===== config.mk =====
export PLATFORM = sky130hd
export DESIGN_NAME = piso_shifter
export DESIGN_NICKNAME = d
export VERILOG_FILES = /design/src/rtl/piso_shifter.sv
export SDC_FILE = /design/constraint.sdc
export NUM_CORES = 1
export LEC_CHECK = 0
export BUFFER_PORTS_ARGS = -buffer_cell sky130_fd_sc_hd__buf_2
export CAP_MARGIN = 20
export CORE_MARGIN = 2
export CORE_UTILIZATION = 55
export DETAILED_ROUTE_END_ITERATION = 7
export HOLD_SLACK_MARGIN = 0.06
export PLACE_DENSITY = 0.81
export SYNTH_ARGS = -nofsm -noshare
export SYNTH_HDL_FRONTEND = slang
export SYNTH_SLANG_ARGS = --single-unit

===== constraint.sdc =====
create_clock -name i_clk -period 2.25 [get_ports i_clk]
set_input_delay 0.1125 -clock i_clk [delete_from_list [all_inputs] [get_ports i_clk]]
set_output_delay 0.1125 -clock i_clk [all_outputs]
set_load 0.05 [all_outputs]

===== src/rtl/piso_shifter.sv =====
// piso_shifter - parallel-in/serial-out shifter with divided bit period and BUSY/DONE status.
// Build option: define PISO_LSB_FIRST_EN for LSB-first output (default MSB first).
module piso_shifter #(
  parameter int WIDTH    = 5,
  parameter int TICK_DIV = 2000000
) (
  input  logic             i_clk,
  input  logic             i_rst_n,
  input  logic             i_load,
  input  logic [WIDTH-1:0] i_load_data,
  output logic             o_ser_out,
  output logic             o_busy,
  output logic             o_done
);

  localparam int DIV_W = $clog2(TICK_DIV + 1);
  localparam int CNT_W = $clog2(WIDTH + 1);
  localparam logic [DIV_W-1:0] DIV_MAX  = DIV_W'(TICK_DIV);
  localparam logic [CNT_W-1:0] CNT_LAST = CNT_W'(WIDTH - 1);

  typedef enum logic {
    S_IDLE,
    S_SHIFT
  } state_t;

  state_t           r_state;
  logic [DIV_W-1:0] r_div;
  logic [CNT_W-1:0] r_cnt;
  logic [WIDTH-1:0] r_shift;
  logic             r_busy;
  logic             r_done;

  logic             w_wrap;
  logic             w_last;
  logic [WIDTH-1:0] w_shifted;
  logic             w_out_bit;

  assign w_wrap = (r_div == DIV_MAX);
  assign w_last = (r_cnt == CNT_LAST);

  // The output bit is read straight from the shift register, so SER_OUT is
  // registered and returns to 0 once the register has been cleared.
`ifdef PISO_LSB_FIRST_EN
  assign w_out_bit = r_shift[0];
  assign w_shifted = {1'b0, r_shift[WIDTH-1:1]};
`else
  assign w_out_bit = r_shift[WIDTH-1];
  assign w_shifted = {r_shift[WIDTH-2:0], 1'b0};
`endif

  always_ff @(posedge i_clk or negedge i_rst_n) begin
    if (!i_rst_n) begin
      r_state <= S_IDLE;
      r_div   <= '0;
      r_cnt   <= '0;
      r_shift <= '0;
      r_busy  <= 1'b0;
      r_done  <= 1'b0;
    end else begin
      r_done <= 1'b0;
      case (r_state)
        S_IDLE: begin
          r_busy <= 1'b0;
          if (i_load) begin
            r_shift <= i_load_data;
            r_div   <= '0;
            r_cnt   <= '0;
            r_busy  <= 1'b1;
            r_state <= S_SHIFT;
          end
        end
        S_SHIFT: begin
          if (w_wrap) begin
            r_div <= '0;
            if (w_last) begin
              r_shift <= '0;
              r_cnt   <= '0;
              r_busy  <= 1'b0;
              r_done  <= 1'b1;
              r_state <= S_IDLE;
            end else begin
              r_shift <= w_shifted;
              r_cnt   <= r_cnt + CNT_W'(1);
            end
          end else begin
            r_div <= r_div + DIV_W'(1);
          end
        end
        default: r_state <= S_IDLE;
      endcase
    end
  end

  assign o_ser_out = w_out_bit;
  assign o_busy    = r_busy;
  assign o_done    = r_done;

endmodule

==> results of run 1 <==
[layout by cell type (no fill, tap or decap), types with 4 or more instances in the layout]
| cell | instances |
|---|---|
| sky130_fd_sc_hd__clkbuf_4 | 5 |
| sky130_fd_sc_hd__nand2_1 | 16 |
| sky130_fd_sc_hd__nand3_1 | 11 |
| sky130_fd_sc_hd__buf_4 | 5 |
| sky130_fd_sc_hd__ha_1 | 4 |
| sky130_fd_sc_hd__mux2i_1 | 10 |
| sky130_fd_sc_hd__a21oi_1 | 14 |
| sky130_fd_sc_hd__a221o_1 | 4 |
| sky130_fd_sc_hd__or3_1 | 6 |
| sky130_fd_sc_hd__nor3_1 | 4 |
| sky130_fd_sc_hd__dfrtp_1 | 32 |
| sky130_fd_sc_hd__buf_2 | 10 |
| sky130_fd_sc_hd__nor4_2 | 5 |
| sky130_fd_sc_hd__nor2_1 | 9 |
| sky130_fd_sc_hd__nand4_1 | 9 |
| sky130_fd_sc_hd__inv_1 | 15 |
| sky130_fd_sc_hd__o21ai_0 | 10 |
| sky130_fd_sc_hd__o22ai_1 | 5 |
[worst paths after layout]
kind / startpoint / end / slack, ps
worst max-delay path: r_div[0] / r_div[13] / 250
worst min-delay path: i_load_data[0] / r_shift[0] / 100
worst max register to register: r_div[0] / r_div[13] / 250
worst min register to register: r_div[15] / r_div[15] / 510
max in group asynchronous: i_rst_n / r_div[8] / 1430
min in group asynchronous: i_rst_n / r_div[18] / 360
[through the flow]
stage,instance area (µm²),std cells,utilization,setup WS (ps),hold slack (ps)
after global routing,2050,259,0.613,84.2,120
final,2050,259,0.613,247,103
after detailed placement,1980,250,0.593,244,203
after floorplan,1910,202,-,465,-183
after CTS,2050,259,0.613,238,106
after global placement,1980,250,0.593,297,212
[logic make-up (layout without fill, tap and decap cells)]
| kind of cell | Yosys count | after routing | synth area share |
|---|---|---|---|
| buf+inv | 29 | 40 | 0.0702 |
| mux | 11 | 11 | 0.0584 |
| fa+ha+maj | 4 | 4 | 0.0262 |
| simple gates | 78 | 78 | 0.255 |
| xor+xnor | 1 | 1 | 0.00459 |
| flops | 32 | 32 | 0.420 |
| compound gates | 47 | 47 | 0.166 |
[state kept, by name, summed over array words and instances (netlist names)]
| signal | cells |
|---|---|
| r_div | 21 |
| r_shift | 5 |
| r_cnt | 3 |
| o_busy | 1 |
| o_done | 1 |
| r_state | 1 |
[per-layer routing]
metal,vias to the layer above,global-route usage,routed length (µm)
li1,760,-,-
met1,733,0.327,2000
met5,-,0,0
met3,7,0.0432,154
met2,30,0.344,1780
met4,0,0.0667,54
[power by group]
group / switching [mW] / total (mW) / internal, mW / leakage [nW]
logic: 0.0386 / 0.0664 / 0.0278 / 0.512
clock network: 0.185 / 0.339 / 0.154 / 0.0326
registers: 0.0261 / 0.615 / 0.589 / 0.328
total: 0.250 / 1.02 / 0.771 / 0.872
[cell type report]
class                      instances  area (µm²)  share of cell area
multi-input combinational        141         972               0.475
sequential                        32         801               0.391
timing repair buffer              16        97.6              0.0477
inverter                          16        60.1              0.0293
clock buffer                       8        58.8              0.0287
tap                               46        57.6              0.0281
[worst min-delay path: cells and delay by family]
family | cells | cell delay [ps]
compound gates | 1 | 130
buf+inv | 1 | 70
mux | 1 | 60
==> tab_implementation.tex, run 1 <==
\begin{tabular}{lr}
\hline
Metric & Value \\
\hline
\multicolumn{2}{l}{\textbf{Floorplan}} \\
Row Count & 21 \\
Std-Cell Core Area & between 3000 and 4000 µm² \\
Effective utilization at floorplan & 0.571 \\
Horizontal die dimension & 62.9 µm \\
Vert. Die Dim & 62.9 µm \\
Total I/O pin count & 11 \\
Die outline area & between 3000 and 4000 µm² \\
\multicolumn{2}{l}{\textbf{Synthesis}} \\
Sequential area share after synthesis & 0.420 \\
Share of async-settable or async-resettable flops after synthesis & 1.00 \\
Most area-consuming cells after synthesis & sky130\_fd\_sc\_hd\_\_dfrtp\_1, sky130\_fd\_sc\_hd\_\_mux2i\_1, sky130\_fd\_sc\_hd\_\_a21oi\_1 \\
Cell with the most instances after synthesis & sky130\_fd\_sc\_hd\_\_dfrtp\_1 \\
Cell variety after synth & between 40 and 50 \\
Top post-synthesis cells by count & sky130\_fd\_sc\_hd\_\_dfrtp\_1, sky130\_fd\_sc\_hd\_\_nand2\_1, sky130\_fd\_sc\_hd\_\_inv\_1, sky130\_fd\_sc\_hd\_\_a21oi\_1, sky130\_fd\_sc\_hd\_\_nand3\_1 \\
YS warnings & 0 \\
Main synth FF type & sky130\_fd\_sc\_hd\_\_dfrtp\_1 \\
Flip-flop and latch count after synthesis & 32 \\
Post-synth EDFFs & 0 \\
Cell type with the largest total area after synthesis & sky130\_fd\_sc\_hd\_\_dfrtp\_1 \\
Net count of the mapped netlist & roughly 210 \\
Mapped cell area & about 1900 µm² \\
Share of the synthesized area in the top cell type & 0.420 \\
Number of standard cells after synthesis & just over 200 \\
Post-Synthesis Mean Instance Area & roughly 9.4 µm² \\
\multicolumn{2}{l}{\textbf{Detailed routing}} \\
Post-detailed-route wirelength per cell & roughly 15 µm \\
Antenna Violating Nets Remaining & 0 \\
Number of DRC violations after detailed routing & 0 \\
Number of vias per cell after detailed routing & 5.91 \\
DR iter-0 viols & about 130 \\
Router iterations before antenna repair & 4 \\
Count of vias placed by the detailed router & between 1500 and 2000 \\
Total Wirelength & 3990 µm \\
\multicolumn{2}{l}{\textbf{GRT}} \\
Maximum number of pins on one net before global-route repair & 33 \\
Number of global-route vias before repair & 1483 \\
Overflow after GRT & 0 \\
Antenna violations before repair & 0 \\
Gr usage total & 0.226 \\
First-pass GRT wire length & about 7000 µm \\
\multicolumn{2}{l}{\textbf{STA}} \\
Headroom to the max-slew limit & 0.521 \\
Final-report max-slew violation count & 0 \\
Highest achievable clock rate & 0.499 GHz \\
Unrepaired setup endpoints after global routing & false \\
Clock Skews & just under 4 ps \\
Worst-margin pin slew & 718 ps \\
Final hold violations & 0 \\
Share of the cycle needed by the critical path after routing & 0.890 \\
Period minus WS final & $\sim$2000 ps \\
Final total negative setup slack & 0 ps \\
Total setup violations reported at the end of the flow & 0 \\
\multicolumn{2}{l}{\textbf{Critical path}} \\
R2R cell count & 7 \\
Master of the slowest instance on the critical path & sky130\_fd\_sc\_hd\_\_dfrtp\_1 \\
Type of the setup path with the least slack & register to register \\
Critical Path Fanout Max & 24 \\
Arrival time reported for the critical path endpoint & 2230 ps \\
Nature of the critical path endpoint & register \\
Number of buffers and inverters on the critical path & 1 \\
Slowest stage delay, CP & between 400 and 500 ps \\
Top Family by Delay on Critical Path & simple AND/OR/NAND/NOR gates \\
Data required time at the worst endpoint & approximately 2500 ps \\
Critical path depth & 7 \\
Crit-path cells & inv\_1 -> ha\_1 -> nand4\_1 -> nand4b\_2 -> o21a\_4 -> and2\_1 -> mux2\_2 \\
Setup crit start kind & register \\
\multicolumn{2}{l}{\textbf{Power and ir drop}} \\
Maximum ir drop on the vdd rail & just over 500 µV \\
Total power of the final layout & between 1 and 1.5 mW \\
Leakage Power & approximately 0.87 nW \\
Total power per unit cell area & around 500 nW/µm² \\
\multicolumn{2}{l}{\textbf{Layout}} \\
Area growth from synthesis to final layout & 7.35\% \\
Final layout net count & approximately 220 \\
Count of antenna diodes in the layout & 0 \\
Layout cell share with drive strength beyond 1 & 0.169 \\
Filler Cells Inserted & 286 \\
\multicolumn{2}{l}{\textbf{Clock tree}} \\
Buffers inserted during post-CTS setup optimization & 0 \\
Clock transition at the registers of the reported paths & approximately 90 ps \\
Number of buffers inserted by hold repair at cts & 1 \\
Sinks on Clock Net & 32 \\
Clock tree from TritonCTS & yes \\
Clock tree buffer depth & 2 \\
Clock network latency to the later pin of the worst-skew pair & $\sim$330 ps \\
Inserted Clock Buffers & 5 \\
Clock tree root buffer cell & sky130\_fd\_sc\_hd\_\_clkbuf\_4 \\
Maximum level of the CTS H-tree & 2 \\
Post-cts gate resize count & 0 \\
\multicolumn{2}{l}{\textbf{Flow run}} \\
Maximum capacitance violations & 0 \\
\multicolumn{2}{l}{\textbf{Placement}} \\
Count of input and output buffers & 10 \\
Placed wire-length estimate & 2810 µm \\
Routability-driven placement congestion ratio & 0.855 \\
\multicolumn{2}{l}{\textbf{Worst hold path}} \\
Worst hold path depth & 3 \\
Hold Path Class & input port to register \\
\multicolumn{2}{l}{\textbf{Status}} \\
Outcome & finished clean \\
\hline
\end{tabular}
(Power assumes the default switching activity.)
==> inputs of run 2 (changes only) <==
Settings changed: CORE_UTILIZATION 55 to 37, PLACE_DENSITY 0.81 to 0.61.
==> tab_implementation.tex, run 2 (synthesis gave the netlist of run 1 again) <==
\begin{tabular}{lr}
\hline
Metric & Value \\
\hline
\multicolumn{2}{l}{\textbf{Layout}} \\
Most flops, register & r\_div \\
Flip-flop count of the largest register, all copies and words added & 21 (unchanged) \\
Most frequent standard cell in the layout excluding fill and tap cells & sky130\_fd\_sc\_hd\_\_dfrtp\_1 \\
Multi-input combinational cell area & 972 µm² (unchanged) \\
Post-route non-filler standard cell count & 282 (+8.9\%) \\
Filler Cells Inserted & 508 (+78\%) \\
Count of antenna diodes in the layout & 0 (unchanged) \\
Final layout net count & 226 (+0.89\%) \\
Area growth from synthesis to final layout & 10.2\% \\
Area occupied by registers & 801 µm² (unchanged) \\
Commonest cells after routing, fill and taps aside & sky130\_fd\_sc\_hd\_\_dfrtp\_1, sky130\_fd\_sc\_hd\_\_nand2\_1, sky130\_fd\_sc\_hd\_\_inv\_1 \\
Largest registers & r\_div x21, r\_shift x5, r\_cnt x3 \\
Layout cell share with drive strength beyond 1 & 0.175 (+0.00551) \\
\multicolumn{2}{l}{\textbf{Detailed routing}} \\
Number of DRC violations after detailed routing & 0 (unchanged) \\
Antenna Violating Nets Remaining & 0 (unchanged) \\
Count of vias placed by the detailed router & 1527 (-0.20\%) \\
Router iterations before antenna repair & 4 (unchanged) \\
Post-detailed-route wirelength per cell & 15.0 µm (-3.1\%) \\
Total Wirelength & 4220 µm (+5.6\%) \\
DR iter-0 viols & 120 (-9.8\%) \\
Number of vias per cell after detailed routing & 5.41 (-8.3\%) \\
\multicolumn{2}{l}{\textbf{Floorplan}} \\
Die outline area & 5740 µm² (+45\%) \\
Std-Cell Core Area & 5040 µm² (+51\%) \\
Effective utilization at floorplan & 0.378 (-0.193) \\
Horizontal die dimension & 75.8 µm (+21\%) \\
Vert. Die Dim & 75.8 µm (+21\%) \\
Row Count & 26 (+24\%) \\
Total I/O pin count & 11 (unchanged) \\
\multicolumn{2}{l}{\textbf{GRT}} \\
Number of global-route vias before repair & 1511 (+1.9\%) \\
First-pass GRT wire length & 7210 µm (+2.0\%) \\
Antenna violations before repair & 0 (unchanged) \\
Maximum number of pins on one net before global-route repair & 33 (unchanged) \\
Gr usage total & 0.166 (-0.0596) \\
Overflow after GRT & 0 (unchanged) \\
\multicolumn{2}{l}{\textbf{STA}} \\
Worst-margin pin slew & 722 ps (+3.52 ps) \\
Final-report max-slew violation count & 0 (unchanged) \\
Share of the cycle needed by the critical path after routing & 0.898 (+0.00779) \\
Unrepaired setup endpoints after global routing & false \\
Headroom to the max-slew limit & 0.519 (-0.00235) \\
Period minus WS final & 2020 ps (+17.5 ps) \\
Clock Skews & 5.41 ps (+1.46 ps) \\
Final hold violations & 0 (unchanged) \\
Final Hold Slack & 149 ps (+45.4 ps) \\
Final total negative setup slack & 0 ps (unchanged) \\
Total setup violations reported at the end of the flow & 0 (unchanged) \\
Highest achievable clock rate & 0.495 GHz (-0.87\%) \\
\multicolumn{2}{l}{\textbf{Placement}} \\
Routability-driven placement congestion ratio & 0.866 (+1.3\%) \\
Count of input and output buffers & 10 (unchanged) \\
Placed wire-length estimate & 3010 µm (+7.0\%) \\
Inst Count DP & 276 (+10\%) \\
\multicolumn{2}{l}{\textbf{Power and ir drop}} \\
Sequential power share & 0.575 (-0.028) \\
Net switching component of the power & 0.256 mW (+2.6\%) \\
Int Pwr & 0.817 mW (+6.0\%) \\
Leakage Power & 0.884 nW (+1.3\%) \\
Maximum ir drop on the vdd rail & 347 µV (-32\%) \\
Clk pwr share & 0.363 (+0.031) \\
Total power per unit cell area & 511 nW/µm² (+2.4\%) \\
Logic gate share of total power & 0.061 (-0.004) \\
Net switching fraction of the power & 0.239 (-0.00592) \\
\multicolumn{2}{l}{\textbf{Critical path}} \\
Critical Path Fanout Max & 9 (-63\%) \\
Setup crit start kind & register \\
Type of the setup path with the least slack & register to register \\
Data required time at the worst endpoint & 2420 ps (-60 ps) \\
Nature of the critical path endpoint & register \\
Arrival time reported for the critical path endpoint & 2190 ps (-40 ps) \\
\multicolumn{2}{l}{\textbf{Clock tree}} \\
Inserted Clock Buffers & 5 (unchanged) \\
Post-cts gate resize count & 0 (unchanged) \\
Clock tree root buffer cell & sky130\_fd\_sc\_hd\_\_clkbuf\_8 \\
Clock tree buffer depth & 2 (unchanged) \\
Clock tree from TritonCTS & yes \\
Buffers inserted during post-CTS setup optimization & 0 (unchanged) \\
Clock network latency to the later pin of the worst-skew pair & 280 ps (-50 ps) \\
Maximum level of the CTS H-tree & 2 (unchanged) \\
Number of buffers inserted by hold repair at cts & 1 (unchanged) \\
Sinks on Clock Net & 32 (unchanged) \\
Clock transition at the registers of the reported paths & 60 ps (-30 ps) \\
\multicolumn{2}{l}{\textbf{Status}} \\
Outcome & finished clean \\
\multicolumn{2}{l}{\textbf{Worst hold path}} \\
Hold Path Class & input port to register \\
\multicolumn{2}{l}{\textbf{Flow run}} \\
Maximum capacitance violations & 0 (unchanged) \\
\hline
\end{tabular}
## run 2: cell count changes in the layout (fill, tap and decap cells not counted), sizes merged
| cell | delta |
|---|---|
| buf | +2 |
| clkbuf | -3 |
## run 2: area by class of cell
| type | count | area share |
|---|---|---|
| Multi-Input combinational cell | 141 | 0.462 |
| Inverter | 16 | 0.0286 |
| Sequential cell | 32 | 0.381 |
| Tap cell | 70 | 0.0417 |
| Timing Repair Buffer | 18 | 0.0536 |
| Clock buffer | 5 | 0.0327 |
## run 2: metal layers
layer,routed length (µm),vias up,GRT usage
li1,-,761,-
met1,1990,737,0.220
met2,2040,25,0.276
met3,159,4,0.0278
met4,25,0,0.0546
met5,0,-,0
## run 2: worst paths after layout
kind,slack (ps),cells after the start,end,start
max in group asynchronous,1360,2,r_div[4],i_rst_n
worst max-delay path,230,7,r_div[13],r_div[0]
min in group asynchronous,420,2,r_div[17],i_rst_n
worst min register to register,500,1,r_div[15],r_div[15]
worst min-delay path,150,3,r_shift[0],i_load_data[0]
worst max register to register,230,7,r_div[13],r_div[0]
## run 2: worst max-delay path, cell delays in order, from the launching register on
cell and delay (ps):
sky130_fd_sc_hd__dfrtp_1 420, sky130_fd_sc_hd__inv_1 80, sky130_fd_sc_hd__ha_1 140, sky130_fd_sc_hd__nand4_1 140, sky130_fd_sc_hd__nand4b_2 300, sky130_fd_sc_hd__o21ai_2 390
sky130_fd_sc_hd__o22ai_1 150, sky130_fd_sc_hd__mux2_2 270
## run 2: power by group through the flow
stage / Combinational (mW) / Sequential [mW] / Clock, mW
2_1_floorplan: 0.0498 / 0.618 / 0
4_1_cts: 0.0681 / 0.617 / 0.408
6_report: 0.0660 / 0.618 / 0.390
3_5_place_dp: 0.0666 / 0.627 / 0
5_1_grt: 0.0755 / 0.619 / 0.430
3_3_place_gp: 0.0651 / 0.627 / 0
## run 2: per-stage QoR
step	area [µm²]	setup WS [ps]	power [mW]	utilization
2_1_floorplan	1910	465	0.668	-
3_3_place_gp	2020	277	0.692	0.401
3_5_place_dp	2020	225	0.694	0.401
4_1_cts	2100	217	1.09	0.417
5_1_grt	2100	36.7	1.12	0.417
6_report	2100	230	1.07	0.417
